### config.mk
export PLATFORM = sky130hd
export DESIGN_NAME = mem_port_arbiter_flat
export DESIGN_NICKNAME = d
export VERILOG_FILES = /design/src/rtl/cpu_mem_pkg.sv /design/src/rtl/mem_port_arbiter_if.sv /design/src/rtl/mem_arb_fair_cnt.sv /design/src/rtl/mem_port_arbiter.sv /design/src/flat_wrapper.sv
export SDC_FILE = /design/constraint.sdc
export NUM_CORES = 1
export LEC_CHECK = 0
export BUFFER_PORTS_ARGS = -buffer_cell sky130_fd_sc_hd__buf_2
export CORE_AREA = 4 4 125 127
export DETAILED_ROUTE_END_ITERATION = 12
export DIE_AREA = 0 0 129 131
export GPL_ROUTABILITY_DRIVEN = 0
export PLACE_DENSITY = 0.78
export REMOVE_ABC_BUFFERS = 1
export SETUP_SLACK_MARGIN = 0.2
export SYNTH_ARGS = -nofsm -noshare
export SYNTH_HDL_FRONTEND = slang
export SYNTH_HIERARCHICAL = 1
export SYNTH_SLANG_ARGS = --single-unit
### constraint.sdc
create_clock -name clk -period 4.6 [get_ports clk]
set_input_delay 0.23 -clock clk [delete_from_list [all_inputs] [get_ports clk]]
set_output_delay 0.23 -clock clk [all_outputs]
set_load 0.02 [all_outputs]
### src/rtl/cpu_mem_pkg.sv
// cpu_mem_pkg: shared state encoding and constants for the memory-port arbiter
package cpu_mem_pkg;
  typedef enum logic [1:0] {IDLE, I_WAIT, D_WAIT, RESP} state_t;
  localparam logic [31:0] NOP_INSTR = 32'h0000_0013;
  localparam int ADDR_W_DEF = 32;
  localparam int DATA_W_DEF = 32;
  localparam int BE_W = DATA_W_DEF / 8;
endpackage

### src/rtl/mem_port_arbiter_if.sv
// mem_port_arbiter_if: fetch, load/store and memory-side signals of the arbiter
interface mem_port_arbiter_if #(
  parameter int ADDR_W = cpu_mem_pkg::ADDR_W_DEF,
  parameter int DATA_W = cpu_mem_pkg::DATA_W_DEF
);
  logic              if_req;
  logic [ADDR_W-1:0] if_addr;
  logic              if_flush;
  logic              instruction_valid;
  logic [DATA_W-1:0] instruction_read_data;
  logic              d_req;
  logic              d_we;
  logic [ADDR_W-1:0] d_addr;
  logic [DATA_W-1:0] d_wdata;
  logic [DATA_W/8-1:0] d_be;
  logic              d_valid;
  logic [DATA_W-1:0] d_rdata;
  logic              mem_req;
  logic              mem_we;
  logic [ADDR_W-1:0] mem_addr;
  logic [DATA_W-1:0] mem_wdata;
  logic [DATA_W/8-1:0] mem_be;
  logic              mem_ready;
  logic [DATA_W-1:0] mem_rdata;
  modport master (
    input  if_req, if_addr, if_flush, d_req, d_we, d_addr, d_wdata, d_be, mem_ready, mem_rdata,
    output instruction_valid, instruction_read_data, d_valid, d_rdata,
           mem_req, mem_we, mem_addr, mem_wdata, mem_be
  );
  modport slave (
    output if_req, if_addr, if_flush, d_req, d_we, d_addr, d_wdata, d_be, mem_ready, mem_rdata,
    input  instruction_valid, instruction_read_data, d_valid, d_rdata,
           mem_req, mem_we, mem_addr, mem_wdata, mem_be
  );
endinterface

### src/rtl/mem_arb_fair_cnt.sv
// mem_arb_fair_cnt: counts data grants made while a fetch waits and flags when the fetch must win
module mem_arb_fair_cnt import cpu_mem_pkg::*; #(
  parameter int LIMIT = 4
) (
  input  logic clk,
  input  logic rst_n,
  input  logic idle,
  input  logic if_req,
  input  logic grant_i,
  input  logic grant_d,
  output logic ovr
);
  localparam int W = $clog2(LIMIT + 1);
  logic [W-1:0] cnt;
  always_ff @(posedge clk or negedge rst_n) begin
    if (!rst_n) cnt <= '0;
    else if (grant_i || (idle && !if_req)) cnt <= '0;
    else if (grant_d && if_req && !ovr) cnt <= cnt + 1'b1;
  end
  assign ovr = cnt == W'(LIMIT);
endmodule

### src/rtl/mem_port_arbiter.sv
// mem_port_arbiter: shares one memory port between instruction fetch and load/store, data first.
// Define ARB_FAIR_EN to let a waiting fetch win after FAIR_LIMIT consecutive data grants.
module mem_port_arbiter import cpu_mem_pkg::*; #(
  parameter int ADDR_W = 32,
  parameter int DATA_W = 32,
  parameter int FAIR_LIMIT = 4
) (
  input logic clk,
  input logic rst_n,
  mem_port_arbiter_if.master bus
);
  state_t state, state_n;
  logic fetch_kill, kill_n, grant_i, grant_d, fair_ovr;
  logic req_n, we_n, iv_n, dv_n;
  logic [ADDR_W-1:0] addr_n;
  logic [DATA_W-1:0] wdata_n, ird_n, drd_n;
  logic [DATA_W/8-1:0] be_n;

  if (FAIR_LIMIT < 1) begin : g_bad_limit
    $error("FAIR_LIMIT must be at least 1");
  end

`ifdef ARB_FAIR_EN
  mem_arb_fair_cnt #(.LIMIT(FAIR_LIMIT)) u_fair (
    .clk(clk), .rst_n(rst_n), .idle(state == IDLE), .if_req(bus.if_req),
    .grant_i(grant_i), .grant_d(grant_d), .ovr(fair_ovr)
  );
`else
  assign fair_ovr = 1'b0;
`endif

  always_comb begin
    state_n = state;
    kill_n  = fetch_kill;
    req_n   = bus.mem_req;
    we_n    = bus.mem_we;
    addr_n  = bus.mem_addr;
    wdata_n = bus.mem_wdata;
    be_n    = bus.mem_be;
    ird_n   = bus.instruction_read_data;
    drd_n   = bus.d_rdata;
    iv_n    = 1'b0;
    dv_n    = 1'b0;
    grant_i = 1'b0;
    grant_d = 1'b0;
    unique case (state)
      IDLE: begin
        grant_i = bus.if_req && !bus.if_flush && (!bus.d_req || fair_ovr);
        grant_d = bus.d_req && !grant_i;
        if (grant_d) begin
          req_n   = 1'b1;
          we_n    = bus.d_we;
          addr_n  = bus.d_addr;
          wdata_n = bus.d_wdata;
          be_n    = bus.d_be;
          state_n = D_WAIT;
        end else if (grant_i) begin
          req_n   = 1'b1;
          we_n    = 1'b0;
          addr_n  = bus.if_addr;
          be_n    = '1;
          state_n = I_WAIT;
        end
      end
      I_WAIT: begin
        // a flush landing together with mem_ready still kills the word
        kill_n = fetch_kill || bus.if_flush;
        if (bus.mem_ready) begin
          req_n   = 1'b0;
          iv_n    = !kill_n;
          ird_n   = kill_n ? bus.instruction_read_data : bus.mem_rdata;
          state_n = RESP;
        end
      end
      D_WAIT: begin
        if (bus.mem_ready) begin
          req_n   = 1'b0;
          dv_n    = 1'b1;
          drd_n   = bus.mem_we ? bus.d_rdata : bus.mem_rdata;
          state_n = RESP;
        end
      end
      RESP: begin
        kill_n  = 1'b0;
        state_n = IDLE;
      end
      default: state_n = IDLE;
    endcase
  end

  always_ff @(posedge clk or negedge rst_n) begin
    if (!rst_n) begin
      state                     <= IDLE;
      fetch_kill                <= 1'b0;
      bus.mem_req               <= 1'b0;
      bus.mem_we                <= 1'b0;
      bus.mem_addr              <= '0;
      bus.mem_wdata             <= '0;
      bus.mem_be                <= '0;
      bus.instruction_valid     <= 1'b0;
      bus.instruction_read_data <= DATA_W'(NOP_INSTR);
      bus.d_valid               <= 1'b0;
      bus.d_rdata               <= '0;
    end else begin
      state                     <= state_n;
      fetch_kill                <= kill_n;
      bus.mem_req               <= req_n;
      bus.mem_we                <= we_n;
      bus.mem_addr              <= addr_n;
      bus.mem_wdata             <= wdata_n;
      bus.mem_be                <= be_n;
      bus.instruction_valid     <= iv_n;
      bus.instruction_read_data <= ird_n;
      bus.d_valid               <= dv_n;
      bus.d_rdata               <= drd_n;
    end
  end
endmodule

### src/flat_wrapper.sv
// flat-port wrapper written by rule: the top's interface ports become plain ports
module mem_port_arbiter_flat import cpu_mem_pkg::*;
#(
  parameter int ADDR_W = 32,
  parameter int DATA_W = 32,
  parameter int FAIR_LIMIT = 4
)
  (clk, rst_n, bus_if_req, bus_if_addr, bus_if_flush, bus_d_req, bus_d_we, bus_d_addr, bus_d_wdata, bus_d_be, bus_mem_ready, bus_mem_rdata, bus_instruction_valid, bus_instruction_read_data, bus_d_valid, bus_d_rdata, bus_mem_req, bus_mem_we, bus_mem_addr, bus_mem_wdata, bus_mem_be);
  mem_port_arbiter_if #(.ADDR_W(ADDR_W), .DATA_W(DATA_W)) bus_i ();
  input logic clk;
  input logic rst_n;
  input wire logic [$bits(bus_i.if_req)-1:0] bus_if_req;
  input wire logic [$bits(bus_i.if_addr)-1:0] bus_if_addr;
  input wire logic [$bits(bus_i.if_flush)-1:0] bus_if_flush;
  input wire logic [$bits(bus_i.d_req)-1:0] bus_d_req;
  input wire logic [$bits(bus_i.d_we)-1:0] bus_d_we;
  input wire logic [$bits(bus_i.d_addr)-1:0] bus_d_addr;
  input wire logic [$bits(bus_i.d_wdata)-1:0] bus_d_wdata;
  input wire logic [$bits(bus_i.d_be)-1:0] bus_d_be;
  input wire logic [$bits(bus_i.mem_ready)-1:0] bus_mem_ready;
  input wire logic [$bits(bus_i.mem_rdata)-1:0] bus_mem_rdata;
  output wire logic [$bits(bus_i.instruction_valid)-1:0] bus_instruction_valid;
  output wire logic [$bits(bus_i.instruction_read_data)-1:0] bus_instruction_read_data;
  output wire logic [$bits(bus_i.d_valid)-1:0] bus_d_valid;
  output wire logic [$bits(bus_i.d_rdata)-1:0] bus_d_rdata;
  output wire logic [$bits(bus_i.mem_req)-1:0] bus_mem_req;
  output wire logic [$bits(bus_i.mem_we)-1:0] bus_mem_we;
  output wire logic [$bits(bus_i.mem_addr)-1:0] bus_mem_addr;
  output wire logic [$bits(bus_i.mem_wdata)-1:0] bus_mem_wdata;
  output wire logic [$bits(bus_i.mem_be)-1:0] bus_mem_be;
  assign bus_i.if_req = bus_if_req;
  assign bus_i.if_addr = bus_if_addr;
  assign bus_i.if_flush = bus_if_flush;
  assign bus_i.d_req = bus_d_req;
  assign bus_i.d_we = bus_d_we;
  assign bus_i.d_addr = bus_d_addr;
  assign bus_i.d_wdata = bus_d_wdata;
  assign bus_i.d_be = bus_d_be;
  assign bus_i.mem_ready = bus_mem_ready;
  assign bus_i.mem_rdata = bus_mem_rdata;
  assign bus_instruction_valid = bus_i.instruction_valid;
  assign bus_instruction_read_data = bus_i.instruction_read_data;
  assign bus_d_valid = bus_i.d_valid;
  assign bus_d_rdata = bus_i.d_rdata;
  assign bus_mem_req = bus_i.mem_req;
  assign bus_mem_we = bus_i.mem_we;
  assign bus_mem_addr = bus_i.mem_addr;
  assign bus_mem_wdata = bus_i.mem_wdata;
  assign bus_mem_be = bus_i.mem_be;
  mem_port_arbiter #(.ADDR_W(ADDR_W), .DATA_W(DATA_W), .FAIR_LIMIT(FAIR_LIMIT)) u_core (.clk(clk), .rst_n(rst_n), .bus(bus_i));
endmodule
==> qor.yml <==
min_period_over_period_pct: 51.0
die_h_um: 131
drtPass1Iterations: 3
rrSetupSlack_ns: 2.25
ys_seq_elements: 139
hold_path_startpoint: "bus_d_be[1]"
tritoncts: "built"
path_cells: "inv_1 -> ha_1 -> a21boi_4 -> mux2_2"
drt_iter0_markers: 100
met1_usage_pct: 18.1
power_density_nw_per_um2: 775
portBuffers: 274
crit_slowest_cell: "a21boi_4"
clkSlewWorstSetupHoldPaths_ns: 0.06
grt_use_met2_pct: 27.6
dpl.hpwl_um: 10200
dieArea_um2: 16900
critPathLaunchType: "flop"
rr_startpoint: "u_core/state[1]"
setup_tns_ns: 0
ir_drop_mv: 0.422
synth_top_area_cell: "dfrtp_1"
total_power_w: 0.00605
reg2regPathDepth: 4
grt_pass1_vias: 4199
grt_max_degree: 95
num_rows: 44
syn_inst: 352
slew_violations: 0
slew_headroom_pct: 21.8
viasPerCell: 4.72
crit_type: "flop to flop"
synth_cell_type_count: 22
h-tree-depth: 4
root_buffer: "clkbuf_16"
drv_cap: 0
critPathTopFamily: "compound AO/OA/AOI/OAI gates"
critPathCaptureType: "flop"
syn_area_um2: 5740
cts-buffers-inserted: 17
grt.met3_usage_pct: 5.08
grt_overflow: 0
io_pins: 275
arrival_ns: 2.63
core-area_um2: 14400
worstHoldPathCells: 2
leakage_nw: 3.86
fillers: 1201
cts_setup_buffers: 0
detail_route.wl_per_cell_um: 16.4
period_minus_slack_ns: 2.35
min_path_type: "input port to flop"
synth_warnings: 6
initial_core_util_pct: 39.8
synth-seq-area-share_pct: 60.7
drc: 0
n_antenna_cell: 0
finalSetupViolCount: 0
worst-path-buf-inv: 1
rsz0062_at_grt: "false"
crit_required_ns: 4.88
worst-path-max-fanout: 37
vias: 3910
die_x_um: 129
worst_skew_pair.late_latency_ns: 0.40
wl_um: 13600
grt_pass1_wl_um: 20800
drive_above_1_share_pct: 73.3
grt_use_total_pct: 15.9
fmax_ghz: 0.426
clkSinkCount: 139
yosysTopAreaCellShare_pct: 59.3
final_cell_mix: "273 x buf_2, 160 x mux2_2, 136 x dfrtp_1"
hold_viol: 0
holdPathEnd: "u_core/bus.mem_be[1]"
finalClockSkew_ns: 0.00649
synth_area_per_cell_um2: 16.3
final_nets: 776
fin_util_pct: 54.2
clock_path_buffers: 2
r2r-end: "u_core/bus.mem_addr[31]"
ys_top_cells_by_area: "dfrtp_1 59%, mux2_2 31%, buf_6 2.6%"
grt_antenna_before_repair: 0
layout_commonest_cell: "buf_2"
max_stage_delay_ns: 0.93
tightestPinTransition_ns: 1.17
status: "complete, no violations"
top_usage_layer: "met2"
ant_nets: 0
area_growth_pct: 36.1
## worst max path at each step
stage | slack (ns) | depth (start not counted) | end | from
2_1_floorplan | 2.31 | 4 | u_core/bus.mem_addr[0] | u_core/state[0]
3_3_place_gp | 2.17 | 4 | u_core/bus.mem_addr[2] | bus_d_req
3_5_place_dp | 2.04 | 4 | u_core/bus.mem_addr[31] | bus_d_req
4_1_cts | 2.26 | 4 | u_core/bus.mem_addr[31] | u_core/state[1]
5_1_grt | 2.13 | 4 | u_core/bus.mem_addr[18] | u_core/state[0]
6_report | 2.25 | 4 | u_core/bus.mem_addr[31] | u_core/state[1]
## cells in the mapped netlist
cell	number
nand2b_4	1
and4bb_1	1
a211oi_1	1
nand2_2	1
nor2b_1	2
a21boi_2	1
dfstp_2	3
inv_1	5
nand2_1	2
dfrtp_1	136
mux2_2	160
o21ai_0	2
nor2_1	1
nand3_1	1
mux2i_1	4
buf_4	4
buf_6	13
a21oi_1	2
and2_1	1
ha_1	6
buf_2	1
o22a_1	4
## final cells by class
cell class,instances,area (um2),share of cell area [%]
Sequential cell,139,3480,44.6
Multi-Input combinational cell,190,2070,26.4
Timing Repair Buffer,278,1410,18.0
Clock buffer,22,464,5.94
Tap cell,184,230,2.95
Clock inverter,10,141,1.81
Inverter,5,18.8,0.240
## state kept, by name (all words and copies together) (netlist names)
register                          cells
u_core/bus.d_rdata                   32
u_core/bus.instruction_valid          1
u_core/bus.mem_wdata                 32
u_core/bus.d_valid                    1
u_core/bus.mem_req                    1
u_core/bus.mem_be                     4
u_core/state                          2
u_core/bus.mem_addr                  32
u_core/bus.instruction_read_data     32
u_core/fetch_kill                     1
u_core/bus.mem_we                     1
## where the power goes
group          switching, W  leakage [nW]  internal [W]
clock              0.000493         0.290      0.000882
sequential         0.000310          1.65       0.00185
combinational       0.00143          1.92       0.00109
## repair_timing
item                      4_1_cts  5_1_grt
hold endpoints to repair       90        0
gates resized for setup         0        0
hold buffers                    1        0
## through the flow
step	area (um2)	setup WS (ns)	hold WS, ns	cells
finish	7810	2.25	0.0460	828
global route	7810	2.13	0.0272	828
CTS	7810	2.26	0.0258	828
detailed placement	7200	2.04	0.370	795
global placement	7200	2.17	0.350	795
floorplan	5560	2.31	-0.0656	334
## cells by family after synthesis
logic type / count (synthesis) / share of synthesized area, %
mux: 164 / 32.1
flops: 139 / 60.7
buf+inv: 23 / 3.49
compound gates: 10 / 1.29
simple gates: 10 / 1.18
fa+ha+maj: 6 / 1.31
## per-layer routing
metal  part of all wire (%)  vias up  routed length [um]
met5                      0        -                   0
met4                    2.0        0                 278
met3                    8.6       25                1160
met2                     52      166                7010
met1                     38     1911                5130
li1                       -     1808                   -
No activity file was read; power rests on OpenSTA's default activity.
